--- config.mk ---
export PLATFORM = sky130hd
export DESIGN_NAME = ps2_scan_sequencer_flat
export DESIGN_NICKNAME = d
export VERILOG_FILES = /design/src/rtl/ps2_scan_sequencer_pkg.sv /design/src/rtl/ps2_scan_sequencer_if.sv /design/src/rtl/ps2_scan_sequencer_event_fifo.sv /design/src/rtl/ps2_scan_sequencer.sv /design/src/flat_wrapper.sv
export SDC_FILE = /design/constraint.sdc
export NUM_CORES = 1
export LEC_CHECK = 0
export ABC_AREA = 1
export BUFFER_PORTS_ARGS = -buffer_cell sky130_fd_sc_hd__buf_4
export CORE_ASPECT_RATIO = 2
export CORE_MARGIN = 10
export CORE_UTILIZATION = 60
export DETAILED_ROUTE_END_ITERATION = 10
export GPL_TIMING_DRIVEN = 0
export HOLD_SLACK_MARGIN = 0.05
export PLACE_DENSITY_LB_ADDON = 0.05
export SLEW_MARGIN = 0
export SYNTH_ARGS = -nofsm -noshare
export SYNTH_HDL_FRONTEND = slang
export SYNTH_SLANG_ARGS = --single-unit
export TNS_END_PERCENT = 50
--- constraint.sdc ---
create_clock -name CLK -period 2.52 [get_ports CLK]
set_input_delay 0.378 -clock CLK [delete_from_list [all_inputs] [get_ports CLK]]
set_output_delay 0.378 -clock CLK [all_outputs]
set_load 0.01 [all_outputs]
--- src/rtl/ps2_scan_sequencer_pkg.sv ---
// Shared definitions for the PS/2 scan sequencer:
//   - scan-code constants: prefixes, ignored bytes and arrow key codes
//   - FSM state encoding
//   - the 10-bit queued event layout {ext, brk, key[7:0]}
//   - arrow_mask(): maps an arrow scan code to its ARROW_HELD bit
package ps2_scan_sequencer_pkg;

  localparam logic [7:0] SC_EXT   = 8'hE0;
  localparam logic [7:0] SC_BRK   = 8'hF0;
  localparam logic [7:0] SC_NUL   = 8'h00;
  localparam logic [7:0] SC_OVR   = 8'hFF;
  localparam logic [7:0] SC_UP    = 8'h75;
  localparam logic [7:0] SC_DOWN  = 8'h72;
  localparam logic [7:0] SC_LEFT  = 8'h6B;
  localparam logic [7:0] SC_RIGHT = 8'h74;

  typedef enum logic [1:0] {
    ST_IDLE,
    ST_EXT,
    ST_BRK,
    ST_EXTBRK
  } state_e;

  typedef struct packed {
    logic       ext;
    logic       brk;
    logic [7:0] key;
  } evt_t;

  localparam int unsigned EVT_W = $bits(evt_t);

  // ARROW_HELD bit order: {up, down, left, right}
  function automatic logic [3:0] arrow_mask(input logic [7:0] key);
    logic [3:0] m;
    m = '0;
    case (key)
      SC_UP:    m = 4'b1000;
      SC_DOWN:  m = 4'b0100;
      SC_LEFT:  m = 4'b0010;
      SC_RIGHT: m = 4'b0001;
      default:  m = '0;
    endcase
    return m;
  endfunction

endpackage

--- src/rtl/ps2_scan_sequencer_if.sv ---
// Byte-in / event-out bus of the PS/2 scan sequencer.
//   CODE_VALID/CODE/CODE_ERR : byte strobe from the PS/2 frame receiver
//   EVT_VALID/EVT_READY      : valid/ready handshake for the event queue head
//   EVT_KEY/EVT_EXT/EVT_BREAK: head event contents
// slave  = the sequencer, master = the receiver/consumer side.
interface ps2_scan_sequencer_if;
  logic       CODE_VALID;
  logic [7:0] CODE;
  logic       CODE_ERR;
  logic       EVT_VALID;
  logic       EVT_READY;
  logic [7:0] EVT_KEY;
  logic       EVT_EXT;
  logic       EVT_BREAK;

  modport slave (
    input  CODE_VALID, CODE, CODE_ERR, EVT_READY,
    output EVT_VALID, EVT_KEY, EVT_EXT, EVT_BREAK
  );

  modport master (
    output CODE_VALID, CODE, CODE_ERR, EVT_READY,
    input  EVT_VALID, EVT_KEY, EVT_EXT, EVT_BREAK
  );
endinterface

--- src/rtl/ps2_scan_sequencer_event_fifo.sv ---
// Show-ahead synchronous FIFO for key events.
//   clk_i, rst_i : clock, synchronous active-high reset
//   push_i/data_i: write request and data
//   pop_i        : read request; ignored while empty
//   data_o       : head entry (valid while !empty_o)
//   full_o/empty_o: occupancy flags
//   drop_o       : pulse when a push is lost (full, no simultaneous pop)
module ps2_event_fifo #(
  parameter int unsigned DEPTH = 4,
  parameter int unsigned WIDTH = 10
) (
  input  logic             clk_i,
  input  logic             rst_i,
  input  logic             push_i,
  input  logic [WIDTH-1:0] data_i,
  input  logic             pop_i,
  output logic [WIDTH-1:0] data_o,
  output logic             full_o,
  output logic             empty_o,
  output logic             drop_o
);
  localparam int unsigned PTR_W = (DEPTH > 1) ? $clog2(DEPTH) : 1;
  localparam int unsigned CNT_W = $clog2(DEPTH + 1);

  logic [WIDTH-1:0] mem_q [DEPTH];
  logic [PTR_W-1:0] wr_ptr_q, rd_ptr_q;
  logic [CNT_W-1:0] cnt_q;
  logic             push_ok, pop_ok;

  assign full_o  = (cnt_q == CNT_W'(DEPTH));
  assign empty_o = (cnt_q == '0);
  assign pop_ok  = pop_i & ~empty_o;
  // A pop in the same cycle frees the slot, so a full queue can still accept.
  assign push_ok = push_i & (~full_o | pop_ok);
  assign drop_o  = push_i & ~push_ok;
  assign data_o  = mem_q[rd_ptr_q];

  always_ff @(posedge clk_i) begin
    if (rst_i) begin
      wr_ptr_q <= '0;
      rd_ptr_q <= '0;
      cnt_q    <= '0;
    end else begin
      if (push_ok) wr_ptr_q <= wr_ptr_q + 1'b1;
      if (pop_ok)  rd_ptr_q <= rd_ptr_q + 1'b1;
      if (push_ok && !pop_ok)      cnt_q <= cnt_q + 1'b1;
      else if (!push_ok && pop_ok) cnt_q <= cnt_q - 1'b1;
    end
  end

  always_ff @(posedge clk_i) begin
    if (push_ok) mem_q[wr_ptr_q] <= data_i;
  end
endmodule

--- src/rtl/ps2_scan_sequencer.sv ---
// PS/2 scan sequencer: turns received scan bytes into key events.
//   CLK, RST   : clock, synchronous active-high reset
//   bus        : byte strobe in, event valid/ready queue head out
//   ARROW_HELD : {up,down,left,right} extended arrows currently held
//   OVERFLOW   : sticky, an event was dropped on a full queue
// Decodes E0/F0 prefixes, aborts partial sequences on error or timeout,
// filters typematic repeats and queues events.
module ps2_scan_sequencer
  import ps2_scan_sequencer_pkg::*;
#(
  parameter int unsigned FIFO_DEPTH    = 4,
  parameter int unsigned TIMEOUT_CYC   = 250000,
  parameter bit          REPEAT_FILTER = 1'b1
) (
  input  logic                  CLK,
  input  logic                  RST,
  ps2_scan_sequencer_if.slave   bus,
  output logic [3:0]            ARROW_HELD,
  output logic                  OVERFLOW
);
  localparam int unsigned TMO_W = $clog2(TIMEOUT_CYC + 1);

  state_e           state_q, state_d;
  logic [TMO_W-1:0] tmo_q, tmo_d;
  logic             emit_q, emit_d;
  evt_t             evt_q, evt_d;
  logic [8:0]       last_q, last_d;       // {ext, key} of last make
  logic             last_vld_q, last_vld_d;
  logic [3:0]       arrow_q, arrow_d;
  logic             ovf_q;

  logic             cand_vld;
  evt_t             cand;

  evt_t             head;
  logic [EVT_W-1:0] head_raw;
  logic             fifo_full, fifo_empty, fifo_drop;

  // Prefix decode and timeout
  always_comb begin
    state_d  = state_q;
    tmo_d    = tmo_q;
    cand_vld = 1'b0;
    cand     = '0;
    if (bus.CODE_VALID) begin
      tmo_d = '0;
      if (bus.CODE_ERR) begin
        state_d = ST_IDLE;
      end else begin
        case (state_q)
          ST_IDLE: begin
            if (bus.CODE == SC_EXT)      state_d = ST_EXT;
            else if (bus.CODE == SC_BRK) state_d = ST_BRK;
            else if (bus.CODE != SC_NUL && bus.CODE != SC_OVR) begin
              cand_vld = 1'b1;
              cand     = '{ext: 1'b0, brk: 1'b0, key: bus.CODE};
            end
          end
          ST_EXT: begin
            if (bus.CODE == SC_BRK)      state_d = ST_EXTBRK;
            else if (bus.CODE == SC_EXT) state_d = ST_EXT;
            else begin
              state_d  = ST_IDLE;
              cand_vld = 1'b1;
              cand     = '{ext: 1'b1, brk: 1'b0, key: bus.CODE};
            end
          end
          ST_BRK, ST_EXTBRK: begin
            state_d = ST_IDLE;
            if (bus.CODE != SC_EXT && bus.CODE != SC_BRK) begin
              cand_vld = 1'b1;
              cand     = '{ext: (state_q == ST_EXTBRK), brk: 1'b1, key: bus.CODE};
            end
          end
          default: state_d = ST_IDLE;
        endcase
      end
    end else if (state_q != ST_IDLE) begin
      if (tmo_q == TMO_W'(TIMEOUT_CYC - 1)) begin
        state_d = ST_IDLE;
        tmo_d   = '0;
      end else begin
        tmo_d = tmo_q + 1'b1;
      end
    end else begin
      tmo_d = '0;
    end
  end

  // Repeat filter and arrow tracking act on the decoded candidate
  always_comb begin
    emit_d     = 1'b0;
    evt_d      = evt_q;
    last_d     = last_q;
    last_vld_d = last_vld_q;
    arrow_d    = arrow_q;
    if (cand_vld) begin
      if (!cand.brk) begin
        if (!(REPEAT_FILTER && last_vld_q && last_q == {cand.ext, cand.key})) begin
          emit_d     = 1'b1;
          evt_d      = cand;
          last_d     = {cand.ext, cand.key};
          last_vld_d = 1'b1;
          if (cand.ext) arrow_d = arrow_q | arrow_mask(cand.key);
        end
      end else begin
        emit_d = 1'b1;
        evt_d  = cand;
        if (last_vld_q && last_q == {cand.ext, cand.key}) last_vld_d = 1'b0;
        if (cand.ext) arrow_d = arrow_q & ~arrow_mask(cand.key);
      end
    end
  end

  always_ff @(posedge CLK) begin
    if (RST) begin
      state_q    <= ST_IDLE;
      tmo_q      <= '0;
      emit_q     <= 1'b0;
      evt_q      <= '0;
      last_q     <= '0;
      last_vld_q <= 1'b0;
      arrow_q    <= '0;
      ovf_q      <= 1'b0;
    end else begin
      state_q    <= state_d;
      tmo_q      <= tmo_d;
      emit_q     <= emit_d;
      evt_q      <= evt_d;
      last_q     <= last_d;
      last_vld_q <= last_vld_d;
      arrow_q    <= arrow_d;
      ovf_q      <= ovf_q | fifo_drop;
    end
  end

  ps2_event_fifo #(
    .DEPTH (FIFO_DEPTH),
    .WIDTH (EVT_W)
  ) u_fifo (
    .clk_i   (CLK),
    .rst_i   (RST),
    .push_i  (emit_q),
    .data_i  (evt_q),
    .pop_i   (bus.EVT_READY),
    .data_o  (head_raw),
    .full_o  (fifo_full),
    .empty_o (fifo_empty),
    .drop_o  (fifo_drop)
  );

  // Storage is not reset, so the head is masked while the queue is empty.
  assign head          = fifo_empty ? evt_t'('0) : evt_t'(head_raw);
  assign bus.EVT_VALID = ~fifo_empty;
  assign bus.EVT_KEY   = head.key;
  assign bus.EVT_EXT   = head.ext;
  assign bus.EVT_BREAK = head.brk;
  assign ARROW_HELD    = arrow_q;
  assign OVERFLOW      = ovf_q;

  logic unused_full;
  assign unused_full = fifo_full;
endmodule

--- src/flat_wrapper.sv ---
// flat-port wrapper written by rule: the top's interface ports become plain ports
module ps2_scan_sequencer_flat import ps2_scan_sequencer_pkg::*;
#(
  parameter int unsigned FIFO_DEPTH    = 4,
  parameter int unsigned TIMEOUT_CYC   = 250000,
  parameter bit          REPEAT_FILTER = 1'b1
)
  (CLK, RST, ARROW_HELD, OVERFLOW, bus_CODE_VALID, bus_CODE, bus_CODE_ERR, bus_EVT_READY, bus_EVT_VALID, bus_EVT_KEY, bus_EVT_EXT, bus_EVT_BREAK);
  ps2_scan_sequencer_if bus_i ();
  input  logic CLK;
  input  logic RST;
  output logic [3:0] ARROW_HELD;
  output logic OVERFLOW;
  input wire logic [$bits(bus_i.CODE_VALID)-1:0] bus_CODE_VALID;
  input wire logic [$bits(bus_i.CODE)-1:0] bus_CODE;
  input wire logic [$bits(bus_i.CODE_ERR)-1:0] bus_CODE_ERR;
  input wire logic [$bits(bus_i.EVT_READY)-1:0] bus_EVT_READY;
  output wire logic [$bits(bus_i.EVT_VALID)-1:0] bus_EVT_VALID;
  output wire logic [$bits(bus_i.EVT_KEY)-1:0] bus_EVT_KEY;
  output wire logic [$bits(bus_i.EVT_EXT)-1:0] bus_EVT_EXT;
  output wire logic [$bits(bus_i.EVT_BREAK)-1:0] bus_EVT_BREAK;
  assign bus_i.CODE_VALID = bus_CODE_VALID;
  assign bus_i.CODE = bus_CODE;
  assign bus_i.CODE_ERR = bus_CODE_ERR;
  assign bus_i.EVT_READY = bus_EVT_READY;
  assign bus_EVT_VALID = bus_i.EVT_VALID;
  assign bus_EVT_KEY = bus_i.EVT_KEY;
  assign bus_EVT_EXT = bus_i.EVT_EXT;
  assign bus_EVT_BREAK = bus_i.EVT_BREAK;
  ps2_scan_sequencer #(.FIFO_DEPTH(FIFO_DEPTH), .TIMEOUT_CYC(TIMEOUT_CYC), .REPEAT_FILTER(REPEAT_FILTER)) u_core (.CLK(CLK), .RST(RST), .bus(bus_i), .ARROW_HELD(ARROW_HELD), .OVERFLOW(OVERFLOW));
endmodule
[After elaboration in Yosys (flattened, before gate mapping)]
Memories as Yosys holds them, arrays and structs flattened. A register that Yosys moved wholly into a read port is not among the register bits.
Index checks and enable logic that the tools add are counted.
Operators by class
  $add $sub $neg: 5
  equality and inequality tests: 18
  mux-type cells: 52
  bitwise operators: 15
  reduce and logical (&&, ||, !) cells: 22
Operator list (number)
  10-bit 2-to-1 mux: 10
  4-bit 2-to-1 mux: 10
  8-bit by 7-bit equality test with 1-bit output (second input constant): 4
  10-bit case mux with 3 select lines: 1
  8-bit != test (second input constant): 3
  18-bit by 1-bit adder with 18-bit output (second input constant): 1
  18-bit equality test (second input constant): 1
  2-bit 2-to-1 mux: 9
  8-bit equality test (second input constant): 2
  1-bit 2-to-1 mux: 16
  4-bit case mux with 4 select lines: 1
  3-bit AND reduction: 4
  9-bit equality test: 1
  8-bit 2-to-1 mux: 1
  2-bit nonzero test: 4
  8-bit nonzero test: 1
  1-bit inverter: 7
  3-bit 2-to-1 mux: 2
  2-bit case mux with 3 select lines: 1
  1-bit logical AND: 5
  5-bit by 3-bit != test with 1-bit output (second input constant): 1
  2-bit by 1-bit adder with 2-bit output (second input constant): 2
  4-bit bitwise AND: 1
  2-bit equality test (second input constant): 2
  other kinds (17): 22
Word-level totals
  bits in registers: 53
  RAM bits: 40
  output and inout bits: 16
  memories: 1
Memories
  u_core.u_fifo.mem_q: words 4, bits a word 10, rd ports 1, clocked after memory_dff 1, write ports 1, line ps2_scan_sequencer_event_fifo.sv:25  | logic [WIDTH-1:0] mem_q [DEPTH];

[Longest topological paths before layout]
  depth in word-level cells: 18
  depth in mapped cells: 20

[By module]
From an unflattened synthesis, not the netlist that was laid out.
Second synthesis, totals
  cells, all modules: 551
  area total of the unflattened synthesis: 4540.6 um2
Modules (own cells, without submodules)
  ps2_scan_sequencer: times used 1, cells each 380, area an instance 2543.7 um2
  ps2_event_fifo: times used 1, cells each 171, area an instance 1996.9 um2

[Worst setup path before layout]
OpenSTA, ideal clock, no wires.
  kind: input to register
  from: input bus_CODE_VALID
  to: register (tool-made name)
  arrival: 2.138 ns
  required time: 2.405 ns
  slack: 0.268 ns
  stages: 17
  path buffers: 0
  path through: inv_1 > nor2_2 > inv_1 > nor2_4 > nand2_2 > nor2_1 > xor2_1 > inv_1 > nand3_1 > nor2_1 > ha_1 > nor2_1 > nand3_1 > nor2_1 > nand3_1 > nand2_1 > nor2_1
RTL lines
  start: declaration: line flat_wrapper.sv:14  | input wire logic [$bits(bus_i.CODE_VALID)-1:0] bus_CODE_VALID;

[Final worst setup path]
  from: input bus_CODE[0]
  to: register u_core.evt_q[3] (netlist name)
Between the ends
  longest elaborated chain between the ends: 12
  elaborated cells on any way between the ends: 32
  classes of those cells: 7 x eq/ne; 20 x mux; 5 x reduce/logical
RTL lines
  start: declaration: line flat_wrapper.sv:15  | input wire logic [$bits(bus_i.CODE)-1:0] bus_CODE;
  8-bit != test or 8-bit nonzero test (tied branches): line ps2_scan_sequencer.sv:54  | else if (bus.CODE != SC_NUL && bus.CODE != SC_OVR) begin
  1-bit logical AND: line ps2_scan_sequencer.sv:54
  8-bit 2-to-1 mux: line ps2_scan_sequencer.sv:54
  10-bit 2-to-1 mux: line ps2_scan_sequencer.sv:53  | else if (bus.CODE == SC_BRK) state_d = ST_BRK;
  10-bit 2-to-1 mux: line ps2_scan_sequencer.sv:52  | if (bus.CODE == SC_EXT) state_d = ST_EXT;
  10-bit case mux with 3 select lines: line ps2_scan_sequencer.sv:50  | case (state_q)
  10-bit 2-to-1 mux: line ps2_scan_sequencer.sv:47  | if (bus.CODE_ERR) begin
  10-bit 2-to-1 mux: line ps2_scan_sequencer.sv:45  | if (bus.CODE_VALID) begin
  9-bit equality test: line ps2_scan_sequencer.sv:99  | if (!(REPEAT_FILTER && last_vld_q && last_q == {cand.ext, cand.key})) begin
  1-bit logical AND: line ps2_scan_sequencer.sv:99
  2-bit by 1-bit != test with 1-bit output (no source line)
  2-bit AND reduction (no source line)
  end signal: assignment: line ps2_scan_sequencer.sv:129  | evt_q <= evt_d;
  end: declaration: line ps2_scan_sequencer.sv:26  | evt_t evt_q, evt_d;
Several ways; a longest one is shown, not always the timed one. The select of a mux whose other input is x is not followed.
A chain may end at the register's enable or synchronous reset.

==> impl_metrics.yaml <==
run_status:
  outcome: "complete, no violations"
yosys:
  syn-num-nets: 541
  synthTopCellsByArea: "edfxtp_1, dfxtp_1, nor2_1, a21oi_1, o21ai_0"
  syn_inst: 519
  ys_ff_latch: 95
  postSynth.asyncResetShare: 0
  yosys_warnings: 0
  synth_edf_count: 40
  syn-cell-area_um2: 4420
  synth.distinct_cells: 37
  synth_top_cell_by_area: "edfxtp_1"
  syn_avg_cell_area_um2: 8.51
  synth_flop_cell: "dfxtp_1"
  synth_seq_area_share: 0.521
  synth_top_area_frac: 0.272
critical_path:
  crit_chain: "buf_4 -> nor2_1 -> nand2_2 -> inv_1 -> nand2_2 -> nand2_4 -> nand2_4 -> nand2_1 -> nor2_1 -> nand2_1 -> nand2_1 -> nor2_2 -> nand3_1 -> nor2_1 -> ha_2 -> nor2_2 -> buf_4 -> o21ai_0 -> a21oi_1"
  rr_worst_depth: 14
  path_max_fanout: 10
  slowest_stage: "ha_2"
  cp.arrival_ns: 2.52
  r2r-end: "u_core.evt_q[3]"
  rrSetupSlack_ns: 0.25
  cp-start-kind: "input port"
  slowest_delay_ns: 0.23
  worst-setup-path-type: "input port to flip-flop"
  end_kind: "flip-flop"
  cp_data_required_time_ns: 2.74
  reg2reg_from: "u_core.state_q[0]"
timing:
  maxSlewHeadroom: 0.341
  fin_crit_sh: 0.911
  rsz0062_at_grt: "yes"
  fin_crit_ns: 2.30
  maxSlewViolCount: 0
  finalSetupViolCount: 0
  worst_pin_slew_ns: 0.985
  skew_ns: 0.00824
  finalWorstSetupSlack_ns: 0.224
  hold_violations: 0
  max_freq_mhz: 436
clocking:
  root_buffer: "clkbuf_16"
  postCtsHoldBufs: 0
  insertion_delay_ns: 0.34
  htree_levels: 3
  cts_buffer_depth: 2
  clock_sinks: 95
  cts_buffers: 9
  clk_pin_slew_worst_paths_ns: 0.06
  cts_tree: "done"
power:
  switching_share: 0.294
  clkPwrFrac: 0.340
  power.density_nw_per_um2: 748
  p_leak_nw: 1.98
  power.internal_w: 0.00268
  combPwrFrac: 0.204
  seq_power_share: 0.456
  vdd_ir_drop_max_v: 0.000402
  p_sw_w: 0.00111
placed_design:
  place.gp.congestion: 0.923
  postPlaceCellArea_um2: 4730
  detailedPlace.worstSlack_ns: -0.333
  port_buffers: 27
  dp_hpwl_um: 7410
cells_and_area:
  final_cell_mix: "nor2_1, nand2_1, inv_1"
  final_nets: 579
  multiInputGateArea_um2: 1860
  diodes: 0
  area_delta_synth_final_pct: 14.6
  design_area_um2: 5060
  final_common_cell: "nor2_1"
  fillers: 579
  seq_area_um2: 2300
  drive_above_1_share: 0.144
job:
  drv_cap: 0
route:
  drt_iter0_markers: 208
  firstDrtPassIters: 4
  via_count: 3566
  wl_per_cell_um: 14.9
  ant_nets: 0
  drt-total-wl_um: 9750
  vias_per_cell: 5.45
  remaining_drc_errors: 0
floorplanning:
  initial_core_util: 0.612
  die_w_um: 80.7
  core_area_um2: 7210
  io_pins: 29
  fp-row-count: 44
  die_h_um: 141
  die_area_um2: 11400
grt:
  track_usage: 0.176
  grt-ovfl-total: 0
  antenna_found_initial: 0
  grt_pass1_wl_um: 15800
  grt_pass1_vias: 3427
  grt_max_degree: 18
worst_hold_path:
  hold_path.class: "input port to flip-flop"
  hold-path-endpoint: "u_core.evt_q[6]"
  hp-start: "bus_CODE[6]"
  whs_path_depth: 3
==> power groups by stage <==
stage | Sequential [W] | Combinational (W) | Clock (W)
global route | 0.00174 | 0.000864 | 0.00138
finish | 0.00173 | 0.000774 | 0.00129
global placement | 0.00176 | 0.000754 | 0
detailed placement | 0.00176 | 0.000774 | 0
CTS | 0.00173 | 0.000780 | 0.00131
floorplan | 0.00174 | 0.000466 | 0
==> synth_stat cells, types with 2 or more instances <==
| master | instances |
|---|---|
| a21oi_1 | 45 |
| o21a_1 | 3 |
| and2_1 | 2 |
| dfxtp_1 | 55 |
| inv_1 | 56 |
| o21ai_0 | 43 |
| edfxtp_1 | 40 |
| nand2_1 | 57 |
| clkbuf_1 | 9 |
| o21ai_1 | 2 |
| xor2_1 | 9 |
| nor3_1 | 5 |
| nor2_2 | 4 |
| nor3_2 | 2 |
| nand3_4 | 2 |
| nand2_2 | 7 |
| nand2_4 | 4 |
| buf_6 | 2 |
| nor2_4 | 3 |
| nor2_1 | 106 |
| ha_1 | 8 |
| nand4_1 | 10 |
| clkinv_1 | 2 |
| nand3_1 | 30 |
==> worst max-delay path: cells and delay by family <==
| family | cells | cell delay (ns) |
|---|---|---|
| buf+inv | 3 | 0.42 |
| compound gates | 2 | 0.20 |
| simple gates | 13 | 1.28 |
| fa+ha+maj | 1 | 0.23 |
==> state kept, by name, indices dropped and copies added (netlist names), 2 cells and up, named ones only <==
| register | count |
|---|---|
| u_core.evt_q | 10 |
| u_core.last_q | 9 |
| u_core.state_q | 2 |
| u_core.tmo_q | 18 |
| u_core.u_fifo.cnt_q | 3 |
| u_core.u_fifo.mem_q | 40 |
| u_core.u_fifo.rd_ptr_q | 2 |
| u_core.u_fifo.wr_ptr_q | 2 |
==> repair_timing <==
| action | CTS | global route |
|---|---|---|
| endpoints found under the setup margin | 3 | 19 |
| hold endpoints to repair | 0 | 0 |
| setup buffers | 0 | 0 |
| resized for setup | 1 | 12 |
==> metal layers <==
layer	GRT usage	vias up	wire [um]
li1	-	1782	-
met1	0.168	1666	3510
met2	0.333	92	5540
met3	0.0354	26	377
met4	0.0907	0	325
met5	0	-	0
==> per-stage QoR <==
stage	utilization	TNS, ns	total power, W	std cells	hold WS, ns
6_report	0.702	0	0.00379	654	0.313
5_1_grt	0.702	-0.00815	0.00398	654	0.349
4_1_cts	0.697	0	0.00382	654	0.302
3_5_place_dp	0.656	-3.27	0.00253	638	0.439
3_3_place_gp	0.656	-2.89	0.00251	638	0.425
2_1_floorplan	-	0	0.00221	519	0.418
==> final cells by class <==
cell class / instances / area share
Clock inverter: 6 / 0.0104
Timing Repair Buffer: 27 / 0.0400
Buffer: 13 / 0.0136
Tap cell: 92 / 0.0227
Sequential cell: 95 / 0.455
Clock buffer: 10 / 0.0472
Inverter: 59 / 0.0438
Multi-Input combinational cell: 352 / 0.367
==> kinds of logic after synthesis <==
| logic type | share of synthesized area |
|---|---|
| AO/OA/AOI/OAI | 0.114 |
| AND/OR/NAND/NOR | 0.252 |
| flip-flops | 0.521 |
| XOR/XNOR | 0.0198 |
| adder cells (fa/ha/maj) | 0.0272 |
| buffers and inverters | 0.0657 |
==> how the worst max path moves through the flow <==
stage | depth (start not counted) | startpoint | slack (ns) | end
after CTS | 16 | u_core.state_q[0] | 0.001 | flip-flop
after floorplan | 17 | bus_CODE_VALID | 0.27 | flip-flop
after detailed placement | 20 | bus_CODE[0] | -0.33 | flip-flop
after global placement | 20 | bus_CODE[0] | -0.31 | flip-flop
after global routing | 19 | bus_CODE[0] | -0.008 | u_core.evt_q[2]
final | 19 | bus_CODE[0] | 0.22 | u_core.evt_q[3]
Power figures use the tool's default switching activity.
